==> src/rtl/grant_decoder.sv <==
// grant_decoder: queued request FIFO feeding a one-hot grant FSM.
// Optional grant timeout is enabled by defining GRANT_TIMEOUT_EN.
module grant_decoder #(
  parameter int HOLD_CYCLES = 4,
  parameter int FIFO_DEPTH  = 4
) (
  input  logic                          clk,
  input  logic                          reset,
  input  logic                          enable,
  input  logic                          valid,
  input  logic [2:0]                    selected,
  input  logic [7:0]                    ack,
  output logic                          ready,
  output logic [7:0]                    channels,
  output logic                          busy,
  output logic [$clog2(FIFO_DEPTH):0]   pending,
  output logic                          timeout
);

  localparam int AW = $clog2(FIFO_DEPTH);
  localparam int CW = AW + 1;
  localparam logic [7:0] HOLD_LAST = 8'(HOLD_CYCLES - 1);

  typedef enum logic [1:0] {
    S_IDLE,
    S_GRANT,
    S_RELEASE
  } state_t;

  logic [2:0]    mem_q [FIFO_DEPTH];
  logic [AW-1:0] wr_q;
  logic [AW-1:0] rd_q;
  logic [CW-1:0] cnt_q;
  logic          full;
  logic          push;
  logic          pop;
  logic [2:0]    head;

  state_t        state_q;
  logic [2:0]    idx_q;
  logic [7:0]    hold_q;
  logic [7:0]    hold_d;
  logic [7:0]    chan_q;
  logic          busy_q;
  logic          tmo_q;
  logic          tmo_hit;

  // A full queue never accepts, even when a pop frees a slot this cycle.
  assign full = (cnt_q == CW'(FIFO_DEPTH));
  assign push = valid && !full;
  assign head = mem_q[rd_q];

  // The head leaves the queue whenever a new grant is issued.
  assign pop = (state_q != S_GRANT) && enable && (cnt_q != '0);

  // Counter parks at its last value instead of wrapping.
  assign hold_d = (hold_q == HOLD_LAST) ? hold_q : hold_q + 8'd1;

`ifdef GRANT_TIMEOUT_EN
  assign tmo_hit = (hold_q == HOLD_LAST);
`else
  assign tmo_hit = 1'b0;
`endif

  assign ready    = !full;
  assign pending  = cnt_q;
  assign channels = chan_q;
  assign busy     = busy_q;
  assign timeout  = tmo_q;

  // Queue storage; contents need no reset, the pointers guard them.
  always_ff @(posedge clk) begin
    if (push) mem_q[wr_q] <= selected;
  end

  // Queue pointers and occupancy count.
  always_ff @(posedge clk or posedge reset) begin
    if (reset) begin
      wr_q  <= '0;
      rd_q  <= '0;
      cnt_q <= '0;
    end else begin
      if (push) wr_q <= wr_q + 1'b1;
      if (pop)  rd_q <= rd_q + 1'b1;
      unique case ({push, pop})
        2'b10:   cnt_q <= cnt_q + 1'b1;
        2'b01:   cnt_q <= cnt_q - 1'b1;
        default: cnt_q <= cnt_q;
      endcase
    end
  end

  // Grant FSM with registered one-hot, busy and timeout outputs.
  always_ff @(posedge clk or posedge reset) begin
    if (reset) begin
      state_q <= S_IDLE;
      idx_q   <= '0;
      hold_q  <= '0;
      chan_q  <= '0;
      busy_q  <= 1'b0;
      tmo_q   <= 1'b0;
    end else begin
      tmo_q <= 1'b0;
      unique case (state_q)
        S_GRANT: begin
          if (!enable) begin
            chan_q  <= '0;
            busy_q  <= 1'b0;
            state_q <= S_IDLE;
          end else if (ack[idx_q]) begin
            chan_q  <= '0;
            busy_q  <= 1'b0;
            state_q <= S_RELEASE;
          end else if (tmo_hit) begin
            chan_q  <= '0;
            busy_q  <= 1'b0;
            tmo_q   <= 1'b1;
            state_q <= S_RELEASE;
          end else begin
            hold_q <= hold_d;
          end
        end
        default: begin
          if (pop) begin
            idx_q   <= head;
            chan_q  <= 8'b1 << head;
            busy_q  <= 1'b1;
            hold_q  <= '0;
            state_q <= S_GRANT;
          end else begin
            state_q <= S_IDLE;
          end
        end
      endcase
    end
  end

endmodule
==> config.mk <==
export PLATFORM = sky130hd
export DESIGN_NAME = grant_decoder
export DESIGN_NICKNAME = d
export VERILOG_FILES = /design/src/rtl/grant_decoder.sv
export SDC_FILE = /design/constraint.sdc
export NUM_CORES = 1
export LEC_CHECK = 0
export BUFFER_PORTS_ARGS = -buffer_cell sky130_fd_sc_hd__buf_2
export CAP_MARGIN = 5
export CORE_AREA = 2 2 50 75
export DETAILED_ROUTE_END_ITERATION = 8
export DIE_AREA = 0 0 52 77
export PLACE_DENSITY = 0.79
export SLEW_MARGIN = 0
export SYNTH_ARGS = -nofsm -noshare
export SYNTH_HDL_FRONTEND = slang
export SYNTH_SLANG_ARGS = --single-unit
==> constraint.sdc <==
create_clock -name clk -period 2.1 [get_ports clk]
set_clock_uncertainty 0.15 [all_clocks]
set_input_delay 0.105 -clock clk [delete_from_list [all_inputs] [get_ports clk]]
set_output_delay 0.105 -clock clk [all_outputs]
set_load 0.02 [all_outputs]
Word-level counts from Yosys, hierarchy flattened:

Memory sizes are Yosys's and may differ from the RTL's.
Cells that the tools add are included.

* flip-flop bits (word level): 21
* output and inout bits: 14
* memories: 1
* input bits: 15
* logic and storage cells: 47
* memory bits (writable): 12

* bitwise logic cells: 1
* mux-type cells: 17
* order comparisons: 1
* reductions and logical operators: 9
* shift operators: 1
* equality and inequality tests: 6
* $add $sub $neg: 4

Memory list
* mem_q: words 4, width 3, rd ports 1, clocked after memory_dff 0, wr ports 1, RTL line 30 `logic [2:0] mem_q [FIFO_DEPTH];`

Operators with widths (count)
* 2-to-1 mux 8 bit: 4
* 2-to-1 mux 1 bit: 8
* left shift 1 x 3 -> 8 bit (first input constant): 1
* 2-to-1 mux 2 bit: 3
* one-hot mux 3 bit (2 select lines): 1
* adder 2 x 1 -> 2 bit (second input constant): 2
* == test 2 x 1 -> 1 bit (second input constant): 2
* < comparator 3 x 4 -> 1 bit (second input constant): 1
* AND reduction 2 bit: 2
* nonzero test 2 bit: 2
* adder 3 x 1 -> 3 bit (second input constant): 1
* binary-select mux 1 bit (select 3 bit): 1
* == test 3 bit (second input constant): 1
* logical AND 1 bit: 3
* inequality test 3 bit (second input constant): 1
* nonzero test 3 bit: 1
* subtractor 3 x 1 -> 3 bit (second input constant): 1
* == test 2 bit (second input constant): 1
* inequality test 2 x 1 -> 1 bit (second input constant): 1
* logical NOT 1 bit: 1
* NOT 1 bit: 1

Longest topological paths before layout:

Gate-level depths: netlist of the first run.

* depth after elaboration: 5
* gate-level depth with buffers: 10
* gate-level depth less buffers: 10

Least setup slack after synthesis of the first run:

No wires, ideal clock.

* path type: register -> register
* from: register cnt_q[0], in the netlist pending[0]
* to: register cnt_q[2], in the netlist pending[2]
* period minus slack after synthesis: 2.395 ns
* buffers on the path: 0
* library setup time: 0.080 ns
* slack: -0.295 ns
* cell stages (with the launch flop): 11
* data required time: 1.870 ns
* arrival: 2.165 ns
* path through: dfrtp_1 > inv_1 > nand3_1 > and2_1 > inv_1 > ha_1 > inv_1 > fa_1 > xor2_1 > nor2_1 > xor2_1

* word-level cells in the longest chain between the ends: 5
* elaborated cells between the ends (all ways): 11
* classes of those cells: add/sub: 2; eq/ne: 3; mux: 1; reduce/logical: 5

RTL lines
* start, declared: RTL line 33 `logic [CW-1:0] cnt_q;`
* start signal, assigned: RTL line 86 `2'b10: cnt_q <= cnt_q + 1'b1;`
* start signal, assigned: RTL line 87 `2'b01: cnt_q <= cnt_q - 1'b1;`
* start signal, assigned: RTL line 88 `default: cnt_q <= cnt_q;`
* == test 3 bit *: RTL line 49 `assign full = (cnt_q == CW'(FIFO_DEPTH));`
* logical NOT 1 bit *
* via ready: RTL line 13 `output logic ready,`
* logical AND 1 bit *: RTL line 50 `assign push = valid && !full;`
* == test 2 x 1 -> 1 bit / == test 2 bit (equally long branches): RTL line 85 `unique case ({push, pop})`
* one-hot mux 3 bit (2 select lines) / nonzero test 2 bit (equally long branches)

The timed path passes the listed nets; every way through them passes the cells marked *.
A chain may end at the register's enable or synchronous reset.

Worst setup path after layout of the first run:

* from: register state_q[0]
* to: register cnt_q[2], in the netlist pending[2]

* word-level cells in the longest chain between the ends: 5
* elaborated cells between the ends (all ways): 7
* classes of those cells: eq/ne: 3; mux: 1; reduce/logical: 3

RTL lines
* start, declared: RTL line 39 `state_t state_q;`
* start signal, assigned: RTL line 96 `state_q <= S_IDLE;`
* start signal, assigned: RTL line 109 `state_q <= S_IDLE;`
* start signal, assigned: RTL line 113 `state_q <= S_RELEASE;`
* inequality test 2 x 1 -> 1 bit *: RTL line 54 `assign pop = (state_q != S_GRANT) && enable && (cnt_q != '0);`
* logical AND 1 bit * (2 in a row): RTL line 54
* via pop: RTL line 36 `logic pop;`
* == test 2 x 1 -> 1 bit / == test 2 bit (equally long branches): RTL line 85
* one-hot mux 3 bit (2 select lines) / nonzero test 2 bit (equally long branches)

Marked as above.

==> results of run 1 <==
==> final cells by class <==
type / instances / area share
flip-flops and latches: 33 / 0.455
multi-input cells: 67 / 0.304
repair buffers: 39 / 0.122
clock buffers: 6 / 0.0480
well taps: 42 / 0.0269
inverters: 11 / 0.0262
clock inverters: 2 / 0.0179
==> routing by layer <==
layer  vias up  routed length (µm)  GRT usage
met5         -                   0          0
met4         0                  99     0.0947
met3        13                 157     0.0603
met2        33                1620      0.309
met1       491                 952      0.163
li1        486                   -          -
==> cells by family after synthesis <==
group                    share of synthesized area
flip-flops                                   0.578
other                                      0.00245
buffers and inverters                       0.0547
AND/OR/NAND/NOR                             0.0989
adder cells (fa/ha/maj)                     0.0539
AO/OA/AOI/OAI                               0.0931
multiplexers                                0.0841
XOR/XNOR                                    0.0343
==> power by group through the flow <==
stage / combinational, mW / sequential (mW) / clock, mW
finish: 1.32 / 1.11 / 0.657
global route: 1.46 / 1.15 / 0.703
CTS: 1.34 / 1.11 / 0.672
detailed placement: 1.31 / 1.12 / 0
global placement: 1.25 / 1.10 / 0
floorplan: 0.845 / 1.20 / 0
==> cells in the mapped netlist <==
cell	number
o21ai_1	1
dfrtp_1	21
and3_1	5
nor2_1	3
a32o_1	4
o21ai_0	3
or3_1	1
mux2i_1	5
xnor2_1	4
fa_1	1
nor2_2	1
buf_6	2
or2_2	1
inv_1	10
buf_4	1
mux4_2	3
nor3_2	1
edfxtp_1	12
and2_1	1
nor2b_1	1
o2bb2ai_1	3
a22o_1	1
o221ai_2	1
or2_1	1
o22ai_1	1
buf_2	1
nand2b_1	3
mux2_2	1
a21oi_1	1
nand3_1	1
inv_8	1
xor2_1	2
o31ai_4	1
conb_1	1
nand2_1	10
ha_1	5
==> stage by stage <==
step	instances	utilization	cell area, µm²	hold WS [ns]	setup slack [ns]
floorplan	115	-	1560	-0.0687	-0.105
finish	200	0.583	1950	0.138	0.00512
CTS	200	0.583	1950	0.136	-0.00683
global placement	187	0.528	1770	0.126	0.0105
detailed placement	187	0.528	1770	0.149	-0.0635
global route	200	0.583	1950	0.150	-0.0892
==> flip-flops by register name, indices dropped and copies added, names as in the netlist <==
register,cells
rd_q,2
pending,3
mem_q,12
wr_q,2
state_q,2
idx_q,3
busy,1
channels,8
==> repair_timing <==
| item | 4_1_cts | 5_1_grt |
|---|---|---|
| endpoints found under the setup margin | 1 | 1 |
| hold endpoints to repair | 34 | 0 |
| gates resized for setup | 2 | 2 |
| pin swaps | 1 | 0 |
| hold buffers | 5 | 0 |
==> worst max-delay path by stage <==
stage | start | to | slack, ns
2_1_floorplan | pending[2] | pending[2] | -0.11
3_3_place_gp | state_q[0] | pending[2] | 0.01
3_5_place_dp | state_q[0] | pending[2] | -0.06
4_1_cts | state_q[0] | pending[2] | -0.007
5_1_grt | state_q[0] | pending[2] | -0.09
6_report | state_q[0] | pending[2] | 0.005
==> worst max-delay path: stages (launching register included) <==
cell and delay, ns:
dfrtp_1 0.37, nor2b_1 0.15, or3_4 0.37, inv_8 0.07, ha_4 0.11, inv_1 0.04, fa_2 0.33, xor2_1 0.14
nor2_1 0.12, xor2_1 0.15
==> impl_metrics.env, run 1 <==
export IMPL_status="finished clean"
export IMPL_htree_num_levels=2
export IMPL_cts_tree="yes"
export IMPL_yosys_area_top_type_share=0.343
export IMPL_setup_tns_ns=0
export IMPL_antenna_found_initial=0
export IMPL_rsz0062_at_grt="yes"
export IMPL_cts_root_buffer="clkbuf_8"
export IMPL_cp_start_kind="flip-flop"
export IMPL_syn_instance_count=115
export IMPL_core_rowCount=26
export IMPL_clock_fmax_mhz=477
export IMPL_io_pins=29
export IMPL_synth_area_um2=1530
export IMPL_drtAntennaViolNets=0
export IMPL_p_switching_mw=1.15
export IMPL_slew_violations=0
export IMPL_max_cap_violations=0
export IMPL_ys_warn_count=0
export IMPL_drt_initial_drc_count=16
export IMPL_swShare=0.372
export IMPL_avgSynthCellArea_um2=13.3
export IMPL_cp_end_kind="flip-flop"
export IMPL_via_count=1023
export IMPL_worst_pin_slew_ns=0.804
export IMPL_min_path_cells=2
export IMPL_setup_viol=0
export IMPL_p_seq_frac=0.360
export IMPL_grt_remaining_overflow=0
export IMPL_fp_dieArea_um2=4000
export IMPL_core_area_um2=3350
export IMPL_vias_per_cell=5.12
export IMPL_grt_pass1_vias=1124
export IMPL_final_cell_mix="buf_2, dfrtp_1, edfxtp_1"
export IMPL_gp_congestion=0.767
export IMPL_fin_crit_ns=2.09
export IMPL_start_util=0.457
export IMPL_r2r_end="pending[2]"
export IMPL_multiInputGateArea_um2=594
export IMPL_p_leak_nw=0.893
export IMPL_critical_path_class="flip-flop to flip-flop"
export IMPL_postCtsSetupRepairBufs=0
export IMPL_hpwl_um=2180
export IMPL_fin_crit_sh=0.998
export IMPL_yosysSeqAreaShare=0.578
export IMPL_drt_total_wl_um=2830
export IMPL_die_x_um=52
export IMPL_grt_max_degree=22
export IMPL_clk_pin_slew_ns=0.07
export IMPL_syn2layout_area_growth_pct=27.6
export IMPL_combPwrFrac=0.427
export IMPL_hold_end="mem_q[3][2]"
export IMPL_cts_buffers=5
export IMPL_pwr_share_clk=0.213
export IMPL_total_power_mw=3.08
export IMPL_grt_usage=0.173
export IMPL_layout_commonest_cell="buf_2"
export IMPL_ys_top_cells_by_area="dfrtp_1, edfxtp_1, mux4_2, ha_1, mux2i_1"
export IMPL_powerDensity_nw_per_um2=1580
export IMPL_drc=0
export IMPL_synth_cell_types=36
export IMPL_p_int_mw=1.94
export IMPL_crit_fanout=3
export IMPL_layout_drive_gt1_share=0.386
export IMPL_cp_required_ns=2.16
export IMPL_die_h_um=77
export IMPL_ys_seq_elements=33
export IMPL_yosys_area_top_type="dfrtp_1"
export IMPL_hold_class="primary input to flip-flop"
export IMPL_hold_viol=0
export IMPL_synth_nets=136
export IMPL_peakVddDrop_mv=0.755
export IMPL_seq_area_um2=890
export IMPL_r2r_cells=9
export IMPL_dr_pass1_iters=4
export IMPL_worstPathArrival_ns=2.15
export IMPL_port_buffer_count=27
export IMPL_relSlewSlack=0.464
export IMPL_antenna_cells=0
export IMPL_grt_first_pass_wirelength_um=5000
export IMPL_clk_path_buf_depth=2
export IMPL_hp_start="valid"
export IMPL_reg2reg_from="state_q[0]"
export IMPL_cts_sinks=33
export IMPL_nFillCells=282
export IMPL_wire_per_inst_um=14.2
export IMPL_rrSetupSlack_ns=0.005
export IMPL_final_nets=178
export IMPL_clk_latency_ns=0.29
No activity file was read; power rests on OpenSTA's default activity.
==> inputs of run 2 (changes only) <==
--- a/config.mk
+++ b/config.mk
@@ -7,11 +7,11 @@
 export LEC_CHECK = 0
 export BUFFER_PORTS_ARGS = -buffer_cell sky130_fd_sc_hd__buf_2
 export CAP_MARGIN = 5
-export CORE_AREA = 2 2 50 75
+export CORE_AREA = 2 2 58 87
 export DETAILED_ROUTE_END_ITERATION = 8
-export DIE_AREA = 0 0 52 77
-export PLACE_DENSITY = 0.79
-export SLEW_MARGIN = 0
+export DIE_AREA = 0 0 60 89
+export PLACE_DENSITY = 0.64
+export REMOVE_ABC_BUFFERS = 1
 export SYNTH_ARGS = -nofsm -noshare
 export SYNTH_HDL_FRONTEND = slang
 export SYNTH_SLANG_ARGS = --single-unit
==> impl_metrics.env, run 2 (same netlist as run 1, synthesis figures left out) <==
export IMPL_status="finished clean"
export IMPL_powerDensity_nw_per_um2=1490
export IMPL_fin_crit_ns=2.07
export IMPL_drt_initial_drc_count=12
export IMPL_hold_class="primary input to flip-flop"
export IMPL_cts_root_buffer="clkbuf_8"
export IMPL_wl_met2_um=1770
export IMPL_r2r_cells=9
export IMPL_core_rowCount=30
export IMPL_cts_buffers=5
export IMPL_clk_pin_slew_ns=0.07
export IMPL_htree_num_levels=2
export IMPL_start_util=0.337
export IMPL_largest_register_ffs=12
export IMPL_drc=0
export IMPL_cp_required_ns=2.16
export IMPL_fin_crit_sh=0.984
export IMPL_setup_slack_ns=0.0345
export IMPL_whs_ns=0.149
export IMPL_crit_fanout=3
export IMPL_via_count=1034
export IMPL_clk_latency_ns=0.28
export IMPL_clk_path_buf_depth=2
export IMPL_cp_start_kind="flip-flop"
export IMPL_relSlewSlack=0.438
export IMPL_antenna_found_initial=0
export IMPL_reg2reg_from="state_q[0]"
export IMPL_cp_end_kind="flip-flop"
export IMPL_wl_met1_um=1070
export IMPL_layout_cells_non_filler=230
export IMPL_slew_violations=0
export IMPL_die_h_um=89
export IMPL_p_leak_nw=0.921
export IMPL_setup_viol=0
export IMPL_worst_pin_slew_ns=0.841
export IMPL_drt_total_wl_um=3000
export IMPL_syn2layout_area_growth_pct=30.4
export IMPL_die_x_um=60
export IMPL_final_cell_mix="buf_2, dfrtp_1, buf_4"
export IMPL_dr_pass1_iters=3
export IMPL_wire_per_inst_um=13.1
export IMPL_total_power_mw=2.98
export IMPL_design_area_um2=2000
export IMPL_startpoint="state_q[0]"
export IMPL_regMostFlops="mem_q"
export IMPL_worstPathArrival_ns=2.12
export IMPL_nFillCells=434
export IMPL_r2r_end="pending[2]"
export IMPL_layout_drive_gt1_share=0.422
export IMPL_gp_congestion=0.758
export IMPL_core_area_um2=4540
export IMPL_final_nets=186
export IMPL_cts_sinks=33
export IMPL_max_cap_violations=0
export IMPL_critical_path_class="flip-flop to flip-flop"
export IMPL_clock_fmax_mhz=484
export IMPL_fp_dieArea_um2=5340
export IMPL_detailed_place_area_um2=1790
export IMPL_antenna_cells=0
export IMPL_grt_usage=0.130
export IMPL_io_pins=29
export IMPL_top_layer="met4"
export IMPL_grt_pass1_vias=1115
export IMPL_dp_slack_ns=-0.130
export IMPL_grt_remaining_overflow=0
export IMPL_layout_commonest_cell="buf_2"
export IMPL_hpwl_um=2240
export IMPL_rrSetupSlack_ns=0.03
export IMPL_setup_tns_ns=0
export IMPL_cts_tree="yes"
export IMPL_wl_met3_um=131
export IMPL_grt_first_pass_wirelength_um=5100
export IMPL_peakVddDrop_mv=0.704
export IMPL_final_core_util=0.440
export IMPL_vias_per_cell=4.50
export IMPL_port_buffer_count=27
export IMPL_grt_max_degree=22
export IMPL_rsz0062_at_grt="yes"
export IMPL_drtAntennaViolNets=0
export IMPL_hold_viol=0
export IMPL_dp_cells=213
export IMPL_endpoint="pending[2]"
run 2: changes by cell type in the layout (fill, tap and decap cells not counted), sizes merged:
cell and change:
buf +8, bufinv -1, clkbuf -1, clkinv +1, inv +1
run 2: metal layers:
metal | up-vias | global-route usage
met3 | 4 | 0.0362
met1 | 507 | 0.129
met2 | 22 | 0.244
li1 | 501 | -
met5 | - | 0
met4 | 0 | 0.0545
run 2: critical path, stage by stage (launching register included):
cell and delay [ns]:
dfrtp_1 0.38, nor2b_4 0.13, or3_4 0.37, inv_8 0.07, ha_4 0.12, inv_2 0.03, fa_2 0.32, xor2_1 0.14
nor2_1 0.10, xor2_1 0.16
run 2: area by class of cell:
cell class | instances | area (µm²) | share of cell area
sequential | 33 | 886 | 0.444
clock buffer | 5 | 68.8 | 0.0345
tap | 64 | 80.1 | 0.0401
clock inverter | 3 | 16.3 | 0.00815
inverter | 11 | 51.3 | 0.0257
timing repair buffer | 47 | 298 | 0.149
multi-input combinational | 67 | 597 | 0.299
run 2: worst min-delay path by stage:
stage                     startpoint           to  slack, ns  depth (start not counted)
after floorplan                reset         busy      -0.07                          1
after global placement         reset      wr_q[1]       0.13                          2
after detailed placement       reset      wr_q[1]       0.16                          2
after CTS                      valid      wr_q[0]       0.13                          4
after global routing           valid  mem_q[2][0]       0.17                          2
final                          valid      wr_q[0]       0.15                          4
run 2: timing repair:
action,CTS,global route
hold buffers,5,0
hold endpoints to repair,34,0
setup endpoints to repair,1,1
setup buffers,2,2
pin swaps,4,5
resized for setup,10,3
run 2: report_power, final:
| group | internal, mW | switching (mW) | leakage [nW] |
|---|---|---|---|
| Sequential | 0.918 | 0.183 | 0.375 |
| Clock | 0.229 | 0.227 | 0.0482 |
| Combinational | 0.676 | 0.749 | 0.498 |
| Total | 1.82 | 1.16 | 0.921 |
==> inputs of run 3 (changes only) <==
--- a/config.mk
+++ b/config.mk
@@ -7,11 +7,10 @@
 export LEC_CHECK = 0
 export BUFFER_PORTS_ARGS = -buffer_cell sky130_fd_sc_hd__buf_2
 export CAP_MARGIN = 5
-export CORE_AREA = 2 2 58 87
+export CORE_AREA = 2 2 64 78
 export DETAILED_ROUTE_END_ITERATION = 8
-export DIE_AREA = 0 0 60 89
+export DIE_AREA = 0 0 66 80
 export PLACE_DENSITY = 0.64
-export REMOVE_ABC_BUFFERS = 1
 export SYNTH_ARGS = -nofsm -noshare
 export SYNTH_HDL_FRONTEND = slang
 export SYNTH_SLANG_ARGS = --single-unit
==> impl_metrics.env, run 3 (same netlist as run 1, synthesis figures left out) <==
export IMPL_rsz0062_at_grt="yes"
export IMPL_powerDensity_nw_per_um2=1490
export IMPL_p_switching_mw=1.13
export IMPL_dp_cells=205
export IMPL_p_leak_nw=0.880
export IMPL_max_cap_violations=0
export IMPL_fin_crit_sh=1.01
export IMPL_fin_crit_ns=2.12
export IMPL_cts_sinks=33
export IMPL_slew_violations=0
export IMPL_total_power_mw=2.89
export IMPL_slowest_stage="dfrtp_1"
export IMPL_syn2layout_area_growth_pct=27.0
export IMPL_detailed_place_area_um2=1800
export IMPL_drt_initial_drc_count=65
export IMPL_reg2reg_from="state_q[0]"
export IMPL_antenna_cells=0
export IMPL_start_util=0.338
export IMPL_port_buffer_count=27
export IMPL_design_area_um2=1940
export IMPL_min_path_cells=4
export IMPL_grtUsageMet3=0.0423
export IMPL_gp_congestion=0.749
export IMPL_core_area_um2=4530
export IMPL_status="complete, but fails checks"
export IMPL_layout_cells_non_filler=218
export IMPL_setup_tns_ns=-0.0169
export IMPL_pwr_share_clk=0.157
export IMPL_cts_tree="yes"
export IMPL_cp_start_kind="flip-flop"
export IMPL_cts_buffers=5
export IMPL_final_cell_mix="buf_2, dfrtp_1, edfxtp_1"
export IMPL_htree_num_levels=2
export IMPL_swShare=0.392
export IMPL_drc=0
export IMPL_clk_pin_slew_ns=0.07
export IMPL_critical_path_class="flip-flop to flip-flop"
export IMPL_vias_per_cell=4.56
export IMPL_grt_remaining_overflow=0
export IMPL_io_pins=29
export IMPL_combPwrFrac=0.460
export IMPL_layout_commonest_cell="buf_2"
export IMPL_grt_pass1_vias=1080
export IMPL_hold_class="primary input to flip-flop"
export IMPL_whs_ns=0.129
export IMPL_relSlewSlack=0.460
export IMPL_die_x_um=66
export IMPL_met1_usage=0.133
export IMPL_drt_total_wl_um=2710
export IMPL_cpPeakStageDelay_ns=0.38
export IMPL_p_seq_frac=0.383
export IMPL_hp_start="valid"
export IMPL_dp_slack_ns=-0.0969
export IMPL_fp_dieArea_um2=5280
export IMPL_largest_register_ffs=12
export IMPL_busiest_layer="met2"
export IMPL_clock_fmax_mhz=472
export IMPL_clk_latency_ns=0.28
export IMPL_setup_viol=1
export IMPL_final_core_util=0.430
export IMPL_via_count=993
export IMPL_cp_end_kind="flip-flop"
export IMPL_p_int_mw=1.76
export IMPL_hpwl_um=2130
export IMPL_crit_fanout=2
export IMPL_cpMostUsedCell="xor2_1"
export IMPL_crit_chain="nor2b_1 -> or3_4 -> inv_8 -> ha_4 -> inv_1 -> fa_2 -> xor2_1 -> nor2_1 -> xor2_1"
export IMPL_hold_viol=0
export IMPL_antenna_found_initial=0
export IMPL_startpoint="state_q[0]"
export IMPL_peakVddDrop_mv=0.538
export IMPL_final_nets=180
export IMPL_cts_root_buffer="clkbuf_8"
export IMPL_layout_drive_gt1_share=0.394
export IMPL_core_rowCount=27
export IMPL_violations="negative setup slack"
export IMPL_r2r_cells=9
export IMPL_grt_usage=0.121
export IMPL_grt_max_degree=22
export IMPL_postCtsSetupRepairBufs=0
export IMPL_wire_per_inst_um=12.4
export IMPL_clk_path_buf_depth=2
export IMPL_cp_required_ns=2.15
export IMPL_worst_pin_slew_ns=0.808
export IMPL_setup_slack_ns=-0.0169
export IMPL_regMostFlops="mem_q"
export IMPL_die_h_um=80
export IMPL_drtAntennaViolNets=0
export IMPL_grt_first_pass_wirelength_um=4860
export IMPL_worstPathArrival_ns=2.17
export IMPL_dr_pass1_iters=4
export IMPL_grt_met2_usage=0.216
[run 3: final timing paths]
kind                                     to  slack (ns)
worst min register to register  channels[6]        0.34
min in group asynchronous              busy        0.37
worst max register to register   pending[2]       -0.02
max in group asynchronous        pending[0]        0.88
worst min-delay path                wr_q[0]        0.13
worst max-delay path             pending[2]       -0.02
[run 3: critical path: cells and delay by family, from the launching register on]
| family | cells | cell delay (ns) |
|---|---|---|
| xor gates and xnor gates | 2 | 0.30 |
| and+or+nand+nor | 3 | 0.65 |
| adders and majority gates | 2 | 0.43 |
| DFF | 1 | 0.38 |
| buffers and inverters | 2 | 0.11 |
[run 3: metal layers]
layer	wire, µm	vias to the layer above
met1	1110	475
met4	27	0
met5	0	-
met3	139	4
li1	-	491
met2	1440	23
[run 3: what timing repair did]
| item | 4_1_cts | 5_1_grt |
|---|---|---|
| hold endpoints to repair | 34 | 0 |
| hold buffers | 5 | 0 |
| endpoints found under the setup margin | 1 | 1 |
| resized for setup | 1 | 2 |
| pin swaps | 2 | 0 |
[run 3: cell type report]
cell class | count | area, µm²
clock buffers | 5 | 68.8
clock inverters | 3 | 17.5
inverters | 11 | 48.8
multi-input cells | 67 | 594
flip-flops and latches | 33 | 890
fillers | 432 | 2580
well taps | 58 | 72.6
repair buffers | 41 | 253
[run 3: power by group through the flow]
stage | Combinational, mW | Sequential [mW] | Clock [mW]
after global placement | 1.28 | 1.10 | 0
after CTS | 1.34 | 1.11 | 0.470
final | 1.33 | 1.11 | 0.455
after floorplan | 0.845 | 1.20 | 0
after detailed placement | 1.32 | 1.12 | 0
after global routing | 1.49 | 1.14 | 0.500
